File: config.mk
export PLATFORM = sky130hd
export DESIGN_NAME = map_table
export DESIGN_NICKNAME = d
export VERILOG_FILES = /design/src/rtl/map_table.sv
export SDC_FILE = /design/constraint.sdc
export NUM_CORES = 1
export LEC_CHECK = 0
export BUFFER_PORTS_ARGS = -buffer_cell sky130_fd_sc_hd__buf_2
export CAP_MARGIN = 5
export CORE_ASPECT_RATIO = 1.2
export CORE_MARGIN = 2
export CORE_UTILIZATION = 45
export CTS_CLUSTER_SIZE = 12
export DETAILED_ROUTE_END_ITERATION = 10
export PLACE_DENSITY = 0.72
export SLEW_MARGIN = 20
export SYNTH_ARGS = -nofsm -noshare
export SYNTH_HDL_FRONTEND = slang
export SYNTH_SLANG_ARGS = --single-unit
File: constraint.sdc
create_clock -name clock -period 6.1 [get_ports clock]
set_clock_uncertainty 0.05 [all_clocks]
set_input_delay 1.22 -clock clock [delete_from_list [all_inputs] [get_ports clock]]
set_output_delay 1.22 -clock clock [all_outputs]
set_load 0.03 [all_outputs]
File: src/rtl/map_table.sv
// Register rename map table: architectural-to-physical tag map with per-entry ready bits.
// Define MAP_TABLE_CDB_BYPASS_EN to forward same-cycle CDB broadcasts onto the ready outputs.
module map_table #(
  parameter int NUM_AR = 32,
  parameter int NUM_PR = 64,
  parameter int AW     = $clog2(NUM_AR),
  parameter int PW     = $clog2(NUM_PR)
) (
  input  logic                 clock,
  input  logic                 reset,
  input  logic                 en,
  input  logic                 dispatch_en,
  input  logic [AW-1:0]        dest_idx,
  input  logic [PW-1:0]        T_in,
  input  logic [AW-1:0]        rs1_idx,
  input  logic [AW-1:0]        rs2_idx,
  input  logic                 cdb_en,
  input  logic [PW-1:0]        cdb_T,
  input  logic                 rollback_en,
  input  logic [NUM_AR*PW-1:0] rollback_map,
  output logic [PW-1:0]        T_old_out,
  output logic [PW-1:0]        T1_out,
  output logic [PW-1:0]        T2_out,
  output logic                 T1_ready,
  output logic                 T2_ready
);

  localparam int ZERO_REG = NUM_AR - 1;

  logic [PW-1:0] cur_tag [NUM_AR];
  logic          cur_rdy [NUM_AR];

  genvar gi;
  generate
    for (gi = 0; gi < NUM_AR; gi++) begin : g_entry
      if (gi == ZERO_REG) begin : g_zero
        // The zero register is pinned to its own tag and always ready.
        assign cur_tag[gi] = PW'(gi);
        assign cur_rdy[gi] = 1'b1;
      end else begin : g_live
        logic [PW-1:0] tag_q, tag_d;
        logic          rdy_q, rdy_d;

        always_comb begin
          tag_d = tag_q;
          rdy_d = rdy_q;
          if (en) begin
            if (rollback_en) begin
              tag_d = rollback_map[gi*PW +: PW];
              rdy_d = 1'b1;
            end else begin
              if (cdb_en && (tag_q == cdb_T)) begin
                rdy_d = 1'b1;
              end
              // A rename lands after the CDB so it wins on the same entry.
              if (dispatch_en && (dest_idx == AW'(gi))) begin
                tag_d = T_in;
                rdy_d = 1'b0;
              end
            end
          end
        end

        always_ff @(posedge clock) begin
          if (!reset) begin
            tag_q <= PW'(gi);
            rdy_q <= 1'b1;
          end else begin
            tag_q <= tag_d;
            rdy_q <= rdy_d;
          end
        end

        assign cur_tag[gi] = tag_q;
        assign cur_rdy[gi] = rdy_q;
      end
    end
  endgenerate

  // The committed map slot of the zero register is never loaded.
  logic unused_rb;
  assign unused_rb = ^rollback_map[ZERO_REG*PW +: PW];

  assign T_old_out = cur_tag[dest_idx];
  assign T1_out    = cur_tag[rs1_idx];
  assign T2_out    = cur_tag[rs2_idx];

`ifdef MAP_TABLE_CDB_BYPASS_EN
  assign T1_ready = cur_rdy[rs1_idx] | (cdb_en && (cdb_T == cur_tag[rs1_idx]));
  assign T2_ready = cur_rdy[rs2_idx] | (cdb_en && (cdb_T == cur_tag[rs2_idx]));
`else
  assign T1_ready = cur_rdy[rs1_idx];
  assign T2_ready = cur_rdy[rs2_idx];
`endif

endmodule

==> impl_results.md, run 1 <==
* Minimum clock period after layout at 5120 ps
* Cts hold-fix bufs at 0
* FF+latch count, synth at 217
* Final Hold Viols at 0
* Maximum vdd ir drop at 0.214 mV
* TritonCTS Buffers at 24
* Synth warn at 0
* Area grow syn2layout at 12.5%
* H-tree depth reported by CTS at 1
* Ports at 245
* Via density at 6.80
* FP Rows at 77
* Setup WS post-layout at 982 ps
* Lkg Pwr at 6.77 nW
* Critical path endpoint category: output pin
* Pwr Density at 223 nW/um^2
* Final core occ at 51.1%
* Layout Cells excl Fill at 2443
* Fmax at 195 MHz
* GRT Overall Usage at 34.7%
* Largest net degree at the start of global routing at 93
* Crit path DAT at 3850 ps
* WP data required at 4830 ps
* Full die area at 38600 um^2
* Final ANT Viol Nets at 0
* Max-cap violations at 0
* Outcome: finished clean
* Synth Flop Type: dfxtp_1
* Setup Fix Bufs, Post-CTS at 0
* Crit path max-delay family: buffers and inverters
* Mapped Avg Cell Area at 9.10 um^2
* Layout cell share with drive strength beyond 1 at 25.3%
* Cts repair resizes at 0
* Worst slack at placement at 1110 ps
* CTS tree: done
* Post-DP Area at 17800 um^2
* Clock root cell: clkbuf_16
* Max Slew Vio Count at 0
* First-pass GRT wire length at 103000 um
* Clock Latency Late Sink at 560 ps
* EDFF count, synth at 0
* Worst path slowest cell: a2111oi_0
* Unrepaired setup endpoints after global routing: no
* Port Buffers at 238
* Mapped Area at 16700 um^2
* Slew HR at 21.1%
* Placed instance count at 2395
* Global placement routability congestion at 1.04
* # fillers at 3419
* Crit-path most repeated cell: buf_2
* FF+latch area at 4340 um^2
* CORE AREA at 36700 um^2
* Drt first pass iters at 6
* Critical path cell sequence: buf_2, buf_4, mux4_2, a2111oi_0, a211oi_1, buf_2
* Initial Util at 45.4%
* CTS Buffer Depth at 3
* Worst Setup Start Kind: input port
* Crit path kind: input port to output pin
* Total clock sinks at 217
* Die height at 215 um
* Routed len/inst at 28.5 um
* Nets at 2177
* Detailed placer's ending HPWL at 50500 um
* Drt initial violations at 2274
* Worst Path Max Fanout at 24
* Setup TNS Final at 0 ps
* Final wirelength at 69500 um
* GR Overflow Total at 0
* Hold Crit Class: flop to flop
* Crit path buffers/inverters at 3
* CP peak stage delay at 650 ps
* Via Count at 16600
* Die X at 180 um
* Final setup vio count at 0
* Final Cell Area at 18800 um^2
* Number of global-route vias before repair at 16100
* Cells after Synth at 1832
* DRC at 0
* Worst-path clk slew at 70 ps
* Worst-Margin Slew at 1180 ps
* Yosys cell types at 54
* Syn Nets at 2057
* FFs w/ async S/R, synth at 0%
* Post-route clock period utilization at 83.9%
* Sequential area share after synthesis at 26.1%
* Antenna violations before repair at 4
* Multi-input gate area at 11300 um^2
==> tightest hold or removal path, stage by stage, from the launching register on <==
cell and delay [ps]:
dfxtp_1 320, inv_1 50, a41oi_1 80
==> layout by cell type, fill, tap and decap left out, drive strengths merged, types with 42 or more instances in the layout <==
cell type and count:
nor3 78, xor2 93, o21ai 103, xnor2 93, a21oi 69, dfxtp 217, a211oi 197, nor2 234
mux4 124, buf 278, mux2i 62, nand2 42
==> through the flow <==
step	total power [mW]	hold slack, ps
finish	4.19	454
global route	4.30	479
CTS	4.15	457
detailed placement	2.69	447
global placement	2.66	431
floorplan	2.33	418
==> report_power, final <==
part	switching, mW	leakage (nW)	internal, mW
logic	0.585	4.59	0.438
registers	0.178	1.79	1.50
clock network	0.628	0.390	0.858
==> layout make-up <==
cell class	count	area share, %
clock buffer	35	3.85
antenna	3	0.0400
sequential	217	23.2
timing repair buffer	279	8.68
multi-input combinational	1406	60.3
inverter	24	0.494
tap	474	3.16
clock inverter	5	0.347
==> worst paths after layout <==
check	from	cells past startpoint	end	slack, ps
max	rs1_idx[2]	6	T1_out[3]	980
min	g_entry[28].g_live.rdy_q	2	g_entry[28].g_live.rdy_q	450
max reg2reg	g_entry[13].g_live.tag_q[2]	5	g_entry[13].g_live.rdy_q	4350
min reg2reg	g_entry[28].g_live.rdy_q	2	g_entry[28].g_live.rdy_q	450
==> Yosys cell counts (all sizes together), types with 11 or more instances <==
master / count / area (um^2)
a21oi: 69 / 345
a211oi: 197 / 1520
o211ai: 29 / 218
nand4: 28 / 175
o22ai: 13 / 81.3
mux4: 124 / 2790
xor2: 93 / 815
a41oi: 16 / 140
mux2: 33 / 372
clkbuf: 79 / 298
mux2i: 62 / 621
o21a: 26 / 203
inv: 23 / 86.3
nand2b: 13 / 81.3
nor2b: 27 / 169
o21ai: 103 / 523
nor2: 234 / 878
buf: 106 / 674
dfxtp: 217 / 4340
nand2: 42 / 158
nor3: 78 / 390
xnor2: 93 / 815
nor4: 31 / 194
o41a: 11 / 124
==> routing by layer <==
metal,up-vias,global-route usage [%],share of wire [%]
met5,-,0,0.010
met4,2,18.6,6.1
met2,1078,56.6,46
li1,7207,-,-
met1,8057,43.8,38
met3,261,6.37,9.8
==> sequential cells by signal, summed over array words and instances, names as in the netlist <==
register              count
g_entry.g_live.tag_q    186
g_entry.g_live.rdy_q     31
==> cells by family (layout without fill, tap and decap cells) <==
family          Yosys count  count (layout)  share of synthesized area, %
simple gates            492             492                          14.0
mux                     219             219                          22.7
compound gates          509             509                          21.1
xor+xnor                186             186                          9.77
other cells               0               3                             0
buf+inv                 209             343                          6.37
flops                   217             217                          26.1
(Power assumes the default switching activity.)
==> run 2: changes to the inputs <==
--- a/config.mk
+++ b/config.mk
@@ -5,6 +5,7 @@
 export SDC_FILE = /design/constraint.sdc
 export NUM_CORES = 1
 export LEC_CHECK = 0
+export ABC_AREA = 1
 export BUFFER_PORTS_ARGS = -buffer_cell sky130_fd_sc_hd__buf_2
 export CAP_MARGIN = 5
 export CORE_ASPECT_RATIO = 1.2
@@ -12,7 +13,7 @@
 export CORE_UTILIZATION = 45
 export CTS_CLUSTER_SIZE = 12
 export DETAILED_ROUTE_END_ITERATION = 10
-export PLACE_DENSITY = 0.72
+export PLACE_DENSITY = 0.71
 export SLEW_MARGIN = 20
 export SYNTH_ARGS = -nofsm -noshare
 export SYNTH_HDL_FRONTEND = slang
==> constraint.sdc (replaced) <==
create_clock -name clock -period 5 [get_ports clock]
set_clock_uncertainty 0.05 [all_clocks]
set_input_delay 1 -clock clock [delete_from_list [all_inputs] [get_ports clock]]
set_output_delay 1 -clock clock [all_outputs]
set_load 0.03 [all_outputs]
==> impl_results.md, run 2 <==
* Outcome: finished clean
* Flop pwr share at 36.9% (-3.2 points)
* Pint at 3.38 mW (+21%)
* Number of global-route vias before repair at 22300 (+38%)
* Worst-Margin Slew at 1040 ps (-139 ps)
* CTS Buffer Depth at 3 (unchanged)
* Ports at 245 (unchanged)
* Crit path buffers/inverters at 5 (+2)
* Post-synth top cells: 1564 x nand2_1, 439 x nand3_1, 347 x inv_1
* Most common cell after layout, fill and taps aside: nand2_1
* WP data required at 3950 ps (-880 ps)
* Full die area at 45100 um^2 (+17%)
* Slew HR at 30.3% (+9.2 points)
* Antenna violations before repair at 10 (+6)
* Worst Path Max Fanout at 112 (+370%)
* Maximum vdd ir drop at 0.267 mV (+24%)
* Drt initial violations at 3393 (+49%)
* Largest net degree at the start of global routing at 113 (+22%)
* Crit path DAT at 3190 ps (-660 ps)
* Setup Fix Bufs, Post-CTS at 0 (unchanged)
* FP Rows at 83 (+7.8%)
* Worst Setup Start Kind: input port
* Lkg Pwr at 11.9 nW (+75%)
* Count leader, synth: nand2_1
* Final ANT Viol Nets at 0 (unchanged)
* Max-cap violations at 0 (unchanged)
* TritonCTS Buffers at 24 (unchanged)
* Pwr Density at 256 nW/um^2 (+15%)
* Detailed placer's ending HPWL at 63000 um (+25%)
* Worst-path clk slew at 60 ps (about the same)
* Final Hold Viols at 0 (unchanged)
* CTS tree: done
* Clock group share of total power at 33.0% (-2.5 points)
* Crit-path most repeated cell: nand2_1
* Switching portion of total power at 38.6% (+5.4 points)
* CP peak stage delay at 400 ps (-250 ps)
* CORE AREA at 42800 um^2 (+17%)
* Cts hold-fix bufs at 0 (unchanged)
* EDFF count, synth at 0 (unchanged)
* Syn Nets at 3966 (+93%)
* Post-route clock period utilization at 84.8%
* Total power at 5.51 mW (+32%)
* Fmax at 236 MHz
* Crit path kind: input port to output pin
* Initial Util at 45.6% (+0.23 points)
* Via Count at 25000 (+51%)
* Mapped Avg Cell Area at 5.22 um^2 (-43%)
* Layout cell share with drive strength beyond 1 at 10.5% (-15 points)
* Synth top area cells: nand2_1 30%, dfxtp_1 22%, nand3_1 11%
* Total clock sinks at 217 (unchanged)
* Clock Latency Late Sink at 570 ps (about the same)
* Hold Crit Class: flop to flop
* Crit path max-delay family: buffers and inverters
* Unrepaired setup endpoints after global routing: no
* Final setup vio count at 0 (unchanged)
* GR Overflow Total at 0 (unchanged)
* Die X at 194 um (+8.1%)
* Critical path cell sequence: buf_4, buf_12, inv_1, buf_12, nand3_1, nand2_1, nor2_1, nor2_1, nand2_1, nand3_1, nand2_1, buf_2
* FF+latch count, synth at 217 (unchanged)
* Max Slew Vio Count at 0 (unchanged)
* H-tree depth reported by CTS at 1 (unchanged)
* Clock root cell: clkbuf_16
* Share of the synthesized area in the top cell type at 30.1% (+4.0 points)
* Port Buffers at 238 (unchanged)
* Synth Flop Type: dfxtp_1
* Nets at 4047 (+86%)
* Drt first pass iters at 7 (+1)
* Die height at 232 um (+8.1%)
* Routed len/inst at 20.7 um (-27%)
* DRC at 0 (unchanged)
* Setup TNS Final at 0 ps (unchanged)
* Synth warn at 0 (unchanged)
* Yosys cell types at 28 (-48%)
* Top Registers: g_entry.g_live.tag_q (186), g_entry.g_live.rdy_q (31)
* Final wirelength at 91100 um (+31%)
* Global placement routability congestion at 1.07 (+2.3%)
* Sequential area share after synthesis at 22.2% (-3.8 points)
* Cells after Synth at 3741 (+100%)
* First-pass GRT wire length at 136000 um (+32%)
* GRT Overall Usage at 39.1% (+4.4 points)
* Cts repair resizes at 0 (unchanged)
* Worst path slowest cell: buf_12
* Most frequent cells in the layout: 1564 x nand2_1, 439 x nand3_1, 344 x inv_1
* Max reg flops at 186 (unchanged)
* Minimum clock period after layout at 4240 ps
* Most flop-heavy register: g_entry.g_live.tag_q
* Comb power frac at 30.1% (+5.7 points)
* Sw Pwr at 2.13 mW (+53%)
* Area leader, netlist: nand2_1
* Via density at 5.70 (-16%)
* Area grow syn2layout at 10.4%
* Critical path endpoint category: output pin
* FFs w/ async S/R, synth at 0% (unchanged)
* Mapped Area at 19500 um^2 (+17%)
* # fillers at 4783 (+40%)
## run 2: through the flow
| stage | instances | instance area (um^2) | setup slack (ps) | hold WS [ps] | utilization, % |
|---|---|---|---|---|---|
| floorplan | 3741 | 19500 | 1720 | 405 | - |
| global placement | 4348 | 20800 | 921 | 416 | 48.6 |
| detailed placement | 4348 | 20800 | 938 | 434 | 48.6 |
| CTS | 4387 | 21500 | 933 | 453 | 50.4 |
| global route | 4390 | 21600 | 706 | 462 | 50.4 |
| finish | 4393 | 21600 | 760 | 453 | 50.4 |
## run 2: worst reg2reg max path: cells and delay by family, from the launching register on
family        cells  cell delay (ps)
buf+inv           2              220
flops             1              470
simple gates      7              550
## run 2: area by class of cell
type	instances	area [um^2]	share of cell area [%]
multi-input combinational	2913	12700	58.7
clock inverter	5	56.3	0.261
sequential	217	4340	20.1
tap	552	691	3.20
clock buffer	34	709	3.29
antenna	6	15.0	0.0696
timing repair buffer	301	1720	7.96
inverter	365	1370	6.37
## run 2: power by group through the flow
stage	logic (mW)	clock network [mW]	registers [mW]
after global routing	1.81	1.88	2.04
final	1.66	1.82	2.03
after CTS	1.60	1.82	2.02
after detailed placement	1.60	0	2.06
after global placement	1.58	0	2.06
after floorplan	1.09	0	1.98
## run 2: kinds of logic (layout without fill, tap and decap cells)
family	Yosys count	count (layout)	synth area share, %
simple gates	2452	2452	51.9
buf+inv	611	705	13.0
compound gates	433	433	11.6
flops	217	217	22.2
xor+xnor	28	28	1.26
other cells	0	6	0
## run 2: per-layer routing
metal | track usage, % | up-vias | part of all wire [%]
met1 | 50.9 | 11000 | 38
met5 | 0 | - | 0.061
met3 | 8.87 | 391 | 13
met2 | 58.5 | 1796 | 41
li1 | - | 11900 | -
met4 | 24.6 | 10 | 7.1
## run 2: final timing paths
kind	slack [ps]	from	depth (start not counted)	end
max	760	rs1_idx[0]	12	T1_out[3]
max reg2reg	3560	g_entry[2].g_live.tag_q[2]	9	g_entry[2].g_live.rdy_q
min reg2reg	450	g_entry[18].g_live.rdy_q	2	g_entry[18].g_live.rdy_q
min	450	g_entry[18].g_live.rdy_q	2	g_entry[18].g_live.rdy_q
